File: src/rtl/button_debounce_pkg.sv
// Shared constants for the button conditioner: default channel count and
// the console's named button positions within btn_raw.
package btn_pkg;

  localparam int N_BTN_DEFAULT = 8;

  localparam int BTN_UP     = 0;
  localparam int BTN_DOWN   = 1;
  localparam int BTN_LEFT   = 2;
  localparam int BTN_RIGHT  = 3;
  localparam int BTN_A      = 4;
  localparam int BTN_B      = 5;
  localparam int BTN_START  = 6;
  localparam int BTN_SELECT = 7;

endpackage

File: src/rtl/button_debounce_if.sv
// Bundle between the button conditioner and its consumers; the master side
// supplies the tick enable and raw buttons, the slave side is the conditioner.
interface button_debounce_if #(
  parameter int N_BTN = btn_pkg::N_BTN_DEFAULT
);

  logic             tick;
  logic [N_BTN-1:0] btn_raw;
  logic [N_BTN-1:0] btn_state;
  logic [N_BTN-1:0] press_pulse;
  logic [N_BTN-1:0] release_pulse;
  logic [N_BTN-1:0] rep_pulse;
  logic             any_press;

  modport master (
    output tick, btn_raw,
    input  btn_state, press_pulse, release_pulse, rep_pulse, any_press
  );

  modport slave (
    input  tick, btn_raw,
    output btn_state, press_pulse, release_pulse, rep_pulse, any_press
  );

endinterface

File: src/rtl/button_debounce_channel.sv
// One button channel: two-flop synchronizer, tick-gated debounce counter and
// typematic repeat counter, with all pulses registered.
module debounce_channel #(
  parameter int DB_TICKS  = 4,
  parameter int REP_DELAY = 30,
  parameter int REP_RATE  = 6,
  parameter bit REP_EN    = 1'b1
) (
  input  logic clk_i,
  input  logic rst_i,
  input  logic tick_i,
  input  logic raw_i,
  output logic state_o,
  output logic press_o,
  output logic release_o,
  output logic rep_o
);

  localparam int DBW     = $clog2(DB_TICKS + 1);
  localparam int REP_MAX = (REP_DELAY > REP_RATE) ? REP_DELAY : REP_RATE;
  localparam int RW      = $clog2(REP_MAX + 1);

  localparam logic [DBW-1:0] DB_LAST   = DBW'(DB_TICKS - 1);
  localparam logic [RW-1:0]  REP_FIRST = RW'(REP_DELAY - 1);
  localparam logic [RW-1:0]  REP_NEXT  = RW'(REP_RATE - 1);

  logic           syncMeta_q;
  logic           sync_q;
  logic [DBW-1:0] dbCnt_q,   dbCnt_d;
  logic [RW-1:0]  repCnt_q,  repCnt_d;
  logic           state_q,   state_d;
  logic           press_q,   press_d;
  logic           release_q, release_d;
  logic           rep_q,     rep_d;

  // Repeat logic keys off the post-update level so a press restarts the
  // delay and a releasing tick can never emit a repeat strobe.
  always_comb begin
    dbCnt_d   = dbCnt_q;
    repCnt_d  = repCnt_q;
    state_d   = state_q;
    press_d   = 1'b0;
    release_d = 1'b0;
    rep_d     = 1'b0;
    if (tick_i) begin
      if (sync_q == state_q) begin
        dbCnt_d = '0;
      end else if (dbCnt_q == DB_LAST) begin
        dbCnt_d   = '0;
        state_d   = sync_q;
        press_d   = sync_q;
        release_d = ~sync_q;
      end else begin
        dbCnt_d = dbCnt_q + 1'b1;
      end

      if (!REP_EN || !state_d) begin
        repCnt_d = '0;
      end else if (press_d) begin
        repCnt_d = REP_FIRST;
      end else if (repCnt_q == '0) begin
        rep_d    = 1'b1;
        repCnt_d = REP_NEXT;
      end else begin
        repCnt_d = repCnt_q - 1'b1;
      end
    end
  end

  always_ff @(posedge clk_i) begin
    if (rst_i) begin
      syncMeta_q <= 1'b0;
      sync_q     <= 1'b0;
      dbCnt_q    <= '0;
      repCnt_q   <= '0;
      state_q    <= 1'b0;
      press_q    <= 1'b0;
      release_q  <= 1'b0;
      rep_q      <= 1'b0;
    end else begin
      syncMeta_q <= raw_i;
      sync_q     <= syncMeta_q;
      dbCnt_q    <= dbCnt_d;
      repCnt_q   <= repCnt_d;
      state_q    <= state_d;
      press_q    <= press_d;
      release_q  <= release_d;
      rep_q      <= rep_d;
    end
  end

  assign state_o   = state_q;
  assign press_o   = press_q;
  assign release_o = release_q;
  assign rep_o     = rep_q;

endmodule

File: src/rtl/button_debounce.sv
// Button conditioner top: one independent debounce_channel per button plus
// the any_press summary used to wake the menu logic.
module button_debounce
  import btn_pkg::*;
#(
  parameter int N_BTN     = N_BTN_DEFAULT,
  parameter int DB_TICKS  = 4,
  parameter int REP_DELAY = 30,
  parameter int REP_RATE  = 6,
  parameter bit REP_EN    = 1'b1
) (
  input logic               clk,
  input logic               rst,
  button_debounce_if.slave  bus
);

  logic [N_BTN-1:0] stateVec;
  logic [N_BTN-1:0] pressVec;
  logic [N_BTN-1:0] releaseVec;
  logic [N_BTN-1:0] repVec;

  for (genvar i = 0; i < N_BTN; i++) begin : g_chan
    debounce_channel #(
      .DB_TICKS  (DB_TICKS),
      .REP_DELAY (REP_DELAY),
      .REP_RATE  (REP_RATE),
      .REP_EN    (REP_EN)
    ) u_chan (
      .clk_i     (clk),
      .rst_i     (rst),
      .tick_i    (bus.tick),
      .raw_i     (bus.btn_raw[i]),
      .state_o   (stateVec[i]),
      .press_o   (pressVec[i]),
      .release_o (releaseVec[i]),
      .rep_o     (repVec[i])
    );
  end

  assign bus.btn_state     = stateVec;
  assign bus.press_pulse   = pressVec;
  assign bus.release_pulse = releaseVec;
  assign bus.rep_pulse     = repVec;
  assign bus.any_press     = |pressVec;

endmodule

File: src/flat_wrapper.sv
// flat-port wrapper written by rule: the top's interface ports become plain ports
module button_debounce_flat import btn_pkg::*;
#(
  parameter int N_BTN     = N_BTN_DEFAULT,
  parameter int DB_TICKS  = 4,
  parameter int REP_DELAY = 30,
  parameter int REP_RATE  = 6,
  parameter bit REP_EN    = 1'b1
)
  (clk, rst, bus_tick, bus_btn_raw, bus_btn_state, bus_press_pulse, bus_release_pulse, bus_rep_pulse, bus_any_press);
  button_debounce_if #(.N_BTN(N_BTN)) bus_i ();
  input logic clk;
  input logic rst;
  input wire logic [$bits(bus_i.tick)-1:0] bus_tick;
  input wire logic [$bits(bus_i.btn_raw)-1:0] bus_btn_raw;
  output wire logic [$bits(bus_i.btn_state)-1:0] bus_btn_state;
  output wire logic [$bits(bus_i.press_pulse)-1:0] bus_press_pulse;
  output wire logic [$bits(bus_i.release_pulse)-1:0] bus_release_pulse;
  output wire logic [$bits(bus_i.rep_pulse)-1:0] bus_rep_pulse;
  output wire logic [$bits(bus_i.any_press)-1:0] bus_any_press;
  assign bus_i.tick = bus_tick;
  assign bus_i.btn_raw = bus_btn_raw;
  assign bus_btn_state = bus_i.btn_state;
  assign bus_press_pulse = bus_i.press_pulse;
  assign bus_release_pulse = bus_i.release_pulse;
  assign bus_rep_pulse = bus_i.rep_pulse;
  assign bus_any_press = bus_i.any_press;
  button_debounce #(.N_BTN(N_BTN), .DB_TICKS(DB_TICKS), .REP_DELAY(REP_DELAY), .REP_RATE(REP_RATE), .REP_EN(REP_EN)) u_core (.clk(clk), .rst(rst), .bus(bus_i));
endmodule
File: config.mk
export PLATFORM = sky130hd
export DESIGN_NAME = button_debounce_flat
export DESIGN_NICKNAME = d
export VERILOG_FILES = /design/src/rtl/button_debounce_pkg.sv /design/src/rtl/button_debounce_if.sv /design/src/rtl/button_debounce_channel.sv /design/src/rtl/button_debounce.sv /design/src/flat_wrapper.sv
export SDC_FILE = /design/constraint.sdc
export NUM_CORES = 1
export LEC_CHECK = 0
export ABC_AREA = 0
export BUFFER_PORTS_ARGS = -buffer_cell sky130_fd_sc_hd__clkbuf_2
export CELL_PAD_IN_SITES_DETAIL_PLACEMENT = 0
export CELL_PAD_IN_SITES_GLOBAL_PLACEMENT = 1
export CORE_MARGIN = 3
export CORE_UTILIZATION = 40
export DETAILED_ROUTE_END_ITERATION = 7
export PLACE_DENSITY = 0.7
export SLEW_MARGIN = 20
export SYNTH_ARGS = -nofsm -noshare
export SYNTH_HDL_FRONTEND = slang
export SYNTH_SLANG_ARGS = --single-unit
File: constraint.sdc
create_clock -name clk -period 1.9 [get_ports clk]
set_input_delay 0.19 -clock clk [delete_from_list [all_inputs] [get_ports clk]]
set_output_delay 0.19 -clock clk [all_outputs]
set_load 0.1 [all_outputs]
Word level (Yosys, flattened, before mapping) --
Cells that the tools add are included.
Word-level totals: flip-flop bits (word level) 112, logic and storage cells 243, bits of input ports 11, output and inout port bits 33
Operators by class: bitwise logic cells 25, mux-type cells 96, equality and inequality tests 16, reduce and logical (&&, ||, !) cells 26, add/sub/neg operators 16
Operator list (count):
- 2-to-1 mux 5 bit | 24
- OR reduction 4 bit | 16
- 2-to-1 mux 1 bit | 56
- 2-to-1 mux 3 bit | 16
- logical NOT 5 bit | 8
- subtractor 5 x 1 -> 5 bit (second input constant) | 8
- inverter 1 bit | 25
- adder 3 x 1 -> 3 bit (second input constant) | 8
- equality test 3 x 2 -> 1 bit (second input constant) | 8
- equality test 1 bit | 8
- OR reduction 8 bit | 1
- OR reduction 2 bit | 1

Longest topological paths before layout --
depth after elaboration 6, gate-level depth with buffers 6, mapped depth without buffers 6

Cells and area by module --
A second synthesis with hierarchy kept.
Second synthesis, totals: cell total of the unflattened synthesis 459, area total of the unflattened synthesis 4700.8 sq um
By module, submodules not included:
- debounce_channel | cells each 57, area each 585.6 sq um, instances 8
- button_debounce | cells each 3, area each 16.3 sq um, instances 1

Least setup slack after synthesis --
OpenSTA, ideal clock, no wires.
kind reg2reg, from reg u_core.g_chan[4].u_chan.dbCnt_q[0], to reg u_core.g_chan[4].u_chan.repCnt_q[3], arrival time 1349 ps, path slack 434 ps, data required time 1783 ps, stages on the path, launching flop included 6, clock period less this slack 1466 ps, buffers on the path 0, path through dfxtp_1 ha_1 nor2b_4 mux2i_1 nor2_2 a22o_1
On the way: longest elaborated chain between the ends 6, elaborated cells between the ends (all ways) 9, classes of those cells 1 x eq/ne; 8 x mux
RTL lines:
- start: declaration | RTL line button_debounce_channel.sv:29 | logic [DBW-1:0] dbCnt_q, dbCnt_d;
- start signal: assignment | RTL line button_debounce_channel.sv:83 | dbCnt_q <= dbCnt_d;
- equality test 3 x 2 -> 1 bit (*) | RTL line button_debounce_channel.sv:48 | end else if (dbCnt_q == DB_LAST) begin
- 2-to-1 mux 1 bit | RTL line button_debounce_channel.sv:48
- 2-to-1 mux 1 bit | RTL line button_debounce_channel.sv:46 | if (sync_q == state_q) begin
- 2-to-1 mux 1 bit | RTL line button_debounce_channel.sv:45 | if (tick_i) begin
- 2-to-1 mux 5 bit | RTL line button_debounce_channel.sv:59 | end else if (press_d) begin
- 2-to-1 mux 5 bit (*) | RTL line button_debounce_channel.sv:57 | if (!REP_EN || !state_d) begin
- end signal: assignment | RTL line button_debounce_channel.sv:84 | repCnt_q <= repCnt_d;
- end: declaration | RTL line button_debounce_channel.sv:30 | logic [RW-1:0] repCnt_q, repCnt_d;
Every way passes the cells marked *; elsewhere a longest branch is shown, timed or not. The select of a mux whose other input is x is not followed. A chain may end at the register's enable or synchronous reset.

Final worst setup path --
from reg u_core.g_chan[2].u_chan.press_q, to out bus_any_press
On the way: longest elaborated chain between the ends 1
RTL lines:
- start: declaration | RTL line button_debounce_channel.sv:32 | logic press_q, press_d;
- start signal: assignment | RTL line button_debounce_channel.sv:86 | press_q <= press_d;
- OR reduction 8 bit | RTL line button_debounce.sv:44 | assign bus.any_press = |pressVec;
- end: declaration | RTL line flat_wrapper.sv:20 | output wire logic [$bits(bus_i.any_press)-1:0] bus_any_press;
No other way between the ends.

==> results_dict.tcl <==
set metrics [dict create \
    gp_congestion 0.781 \
    synth-seq-cells 112 \
    cts_buffers 9 \
    num_vias 3454 \
    track_usage_pct 14.8 \
    cts.path.max_buffers 2 \
    synth_area_um2 5000 \
    crit_path_end_kind "output port" \
    grt_pass1_wl_um 16800 \
    worstSetupStartpointType "flop" \
    multi_input_area_um2 2330 \
    antenna_found_initial 0 \
    finalNonFillerCells 690 \
    cts.sinks 112 \
    cap_violations 0 \
    netlist_instances 504 \
    synthMuxAreaShare_pct 2.75 \
    synth_nets 531 \
    vias_per_cell 5.01 \
    io_buffers 43 \
    drt_iter0_markers 145 \
    drc_errors 0 \
    crit_chain "nor4_2 -> buf_4 -> nand2_1 -> clkbuf_4" \
    ys_seq_area_share_pct 44.8 \
    min_period_ps 1730 \
    setup_tns_ps 0 \
    grt_pass1_vias 3397 \
    die_x_um 118 \
    overflow 0 \
    cellLeakagePower_nw 2.39 \
    rsz0062_at_grt "no" \
    routed_wl_um 9510 \
    dp_hpwl_um 6610 \
    p_per_area_nw_per_um2 810 \
    setup_viol 0 \
    nNetsFinal 544 \
    drive_gt1_share_pct 17.6 \
    synth-edff-count 0 \
    tritoncts "yes" \
    synth_cell_types 43 \
    wl_per_cell_um 13.8 \
    finalClockSkew_ps 8.64 \
    hold_viol 0 \
    dr.pass1.iters 4 \
    startpoint "u_core.g_chan[2].u_chan.press_o$_SDFF_PP0_" \
    critPathSlowestCell "nor4_2" \
    worstSkewPairLatency_ps 350 \
    r2r-start "u_core.g_chan[5].u_chan.dbCnt_q[0]$_SDFFE_PP0P_" \
    slew_viol_final 0 \
    nFillCells 1210 \
    required_ps 1710 \
    power.total_mw 4.45 \
    critPathMaxFanout 2 \
    synthSimpleGateAreaFrac_pct 23.3 \
    synthXorXnorAreaFrac_pct 1.40 \
    post_cts_buffers 0 \
    start_util_pct 41.3 \
    die_h_um 118 \
    crit_arrival_ps 1540 \
    synth-compound-area-share_pct 15.0 \
    clkSlewWorstSetupHoldPaths_ps 70 \
    io_pins 44 \
    die_area_um2 13900 \
    holdWs_ps 44.1 \
    synth_top_family_by_area "simple AND/OR/NAND/NOR gates" \
    htreeDepth 3 \
    slew_headroom_pct 63.7 \
    synth.avg_cell_area_um2 9.93 \
    tightest_slew_ps 547 \
    ys.flop_type "dfxtp_1" \
    coreArea_um2 12100 \
    synthAdderAreaFrac_pct 4.00 \
    slowest_delay_ps 360 \
    hp-start "bus_btn_raw[2]" \
    fin_util_pct 45.4 \
    status "completed" \
    peakVddDrop_v 0.000469 \
    ff_latch_area_um2 2240 \
    finalCritPeriodShare_pct 90.9 \
    path_class "reg -> out" \
    num_rows 40 \
    hp-class "in -> reg" \
    grt_max_degree 32 \
    antenna_left 0 \
    max_freq_mhz 579 \
    synthArstFlopShare_pct 0 \
    synth_warnings 0 \
    cts_root_buf "clkbuf_16" \
    antenna_cells 0 \
    area_growth_pct 9.75 \
    dp.cells 674 \
]
timing repair:
item	in CTS	in global routing
gates resized for setup	1	1
hold buffers	0	0
setup endpoints to repair	1	1
cell type report:
| type | instances | area share [%] |
|---|---|---|
| multi-input cells | 317 | 42.4 |
| flip-flops and latches | 112 | 40.8 |
| repair buffers | 53 | 5.79 |
| clock buffers | 9 | 4.10 |
| well taps | 168 | 3.83 |
| inverters | 24 | 1.64 |
| clock inverters | 7 | 1.41 |
flip-flops by register name, indices dropped and copies added (netlist names):
register and flops:
u_core.g_chan.u_chan.repCnt_q 40, u_core.g_chan.u_chan.release_o 8, u_core.g_chan.u_chan.rep_o 8, u_core.g_chan.u_chan.dbCnt_q 24
u_core.g_chan.u_chan.state_o 8, u_core.g_chan.u_chan.syncMeta_q 8, u_core.g_chan.u_chan.press_o 8, u_core.g_chan.u_chan.sync_q 8
critical path, delay by kind of cell (launching register included):
kind                   cells  cell delay, ps
AND/OR/NAND/NOR            2             400
buffers and inverters      2             460
flip-flops                 1             330
placed cells by master, fill, tap and decap left out, types with 3 or more instances in the layout:
master / instances
a21o_1: 12
a21oi_1: 11
a22o_1: 18
and2b_1: 7
and3_1: 6
and3b_1: 15
and4b_1: 8
buf_4: 8
clkbuf_16: 9
clkbuf_2: 42
dfxtp_1: 112
ha_1: 16
inv_1: 24
inv_6: 3
mux2i_1: 11
nand2_1: 14
nand2b_1: 15
nand3_1: 5
nand3b_1: 9
nor2_1: 20
nor2_2: 5
nor2b_1: 18
nor2b_4: 8
nor3_1: 27
nor3b_1: 6
nor4_1: 3
o21ai_0: 24
o31ai_1: 20
o32ai_1: 6
o41ai_2: 4
xnor2_1: 8
logic make-up (layout without fill, tap and decap cells):
family | Yosys count | in the layout
simple gates | 177 | 177
flops | 112 | 112
compound gates | 103 | 103
buf+inv | 75 | 93
fa+ha+maj | 16 | 16
mux | 13 | 13
xor+xnor | 8 | 8
metrics by stage:
stage / setup WS [ps] / instance area (um^2)
final: 174 / 5490
after global routing: 54.5 / 5490
after CTS: 17.5 / 5490
after detailed placement: 215 / 5180
after global placement: 281 / 5180
after floorplan: 434 / 5000
power breakdown:
| part | total [mW] | internal, mW | switching, mW |
|---|---|---|---|
| Sequential | 2.38 | 2.37 | 0.0140 |
| Clock | 1.91 | 1.04 | 0.877 |
| Combinational | 0.156 | 0.0642 | 0.0921 |
| Total | 4.45 | 3.47 | 0.983 |
synthesized netlist by cell type (9+ instances only):
cell        n  area [um^2]
o21ai_0    24          120
a21oi_1    11         55.1
ha_1       16          200
nor2_1     20         75.1
nand2_1    14         52.6
buf_4      33          248
nand3b_1    9         67.6
a22o_1     18          158
nor2b_1    18          113
mux2i_1    11          110
dfxtp_1   112         2240
nand2b_1   15         93.8
nor3_1     27          135
inv_1      24         90.1
and3b_1    15          131
a21o_1     12         90.1
buf_2       9         45.0
o31ai_1    20          150
layer usage:
layer / GRT usage [%] / vias to the layer above / share of wire (%)
met4: 4.18 / 0 / 1.1
met5: 0 / - / 0
li1: - / 1792 / -
met3: 4.66 / 10 / 3.3
met2: 24.4 / 43 / 47
met1: 18.7 / 1609 / 48
final timing paths:
| path | depth (start not counted) | end | slack, ps |
|---|---|---|---|
| worst max-delay path | 4 | bus_any_press | 170 |
| worst min-delay path | 2 | u_core.g_chan[2].u_chan.syncMeta_q$_SDFF_PP0_ | 40 |
| worst max register to register | 5 | u_core.g_chan[5].u_chan.repCnt_q[2]$_SDFFE_PP0P_ | 200 |
| worst min register to register | 1 | u_core.g_chan[4].u_chan.sync_q$_SDFF_PP0_ | 440 |
No activity file was read; power rests on OpenSTA's default activity.
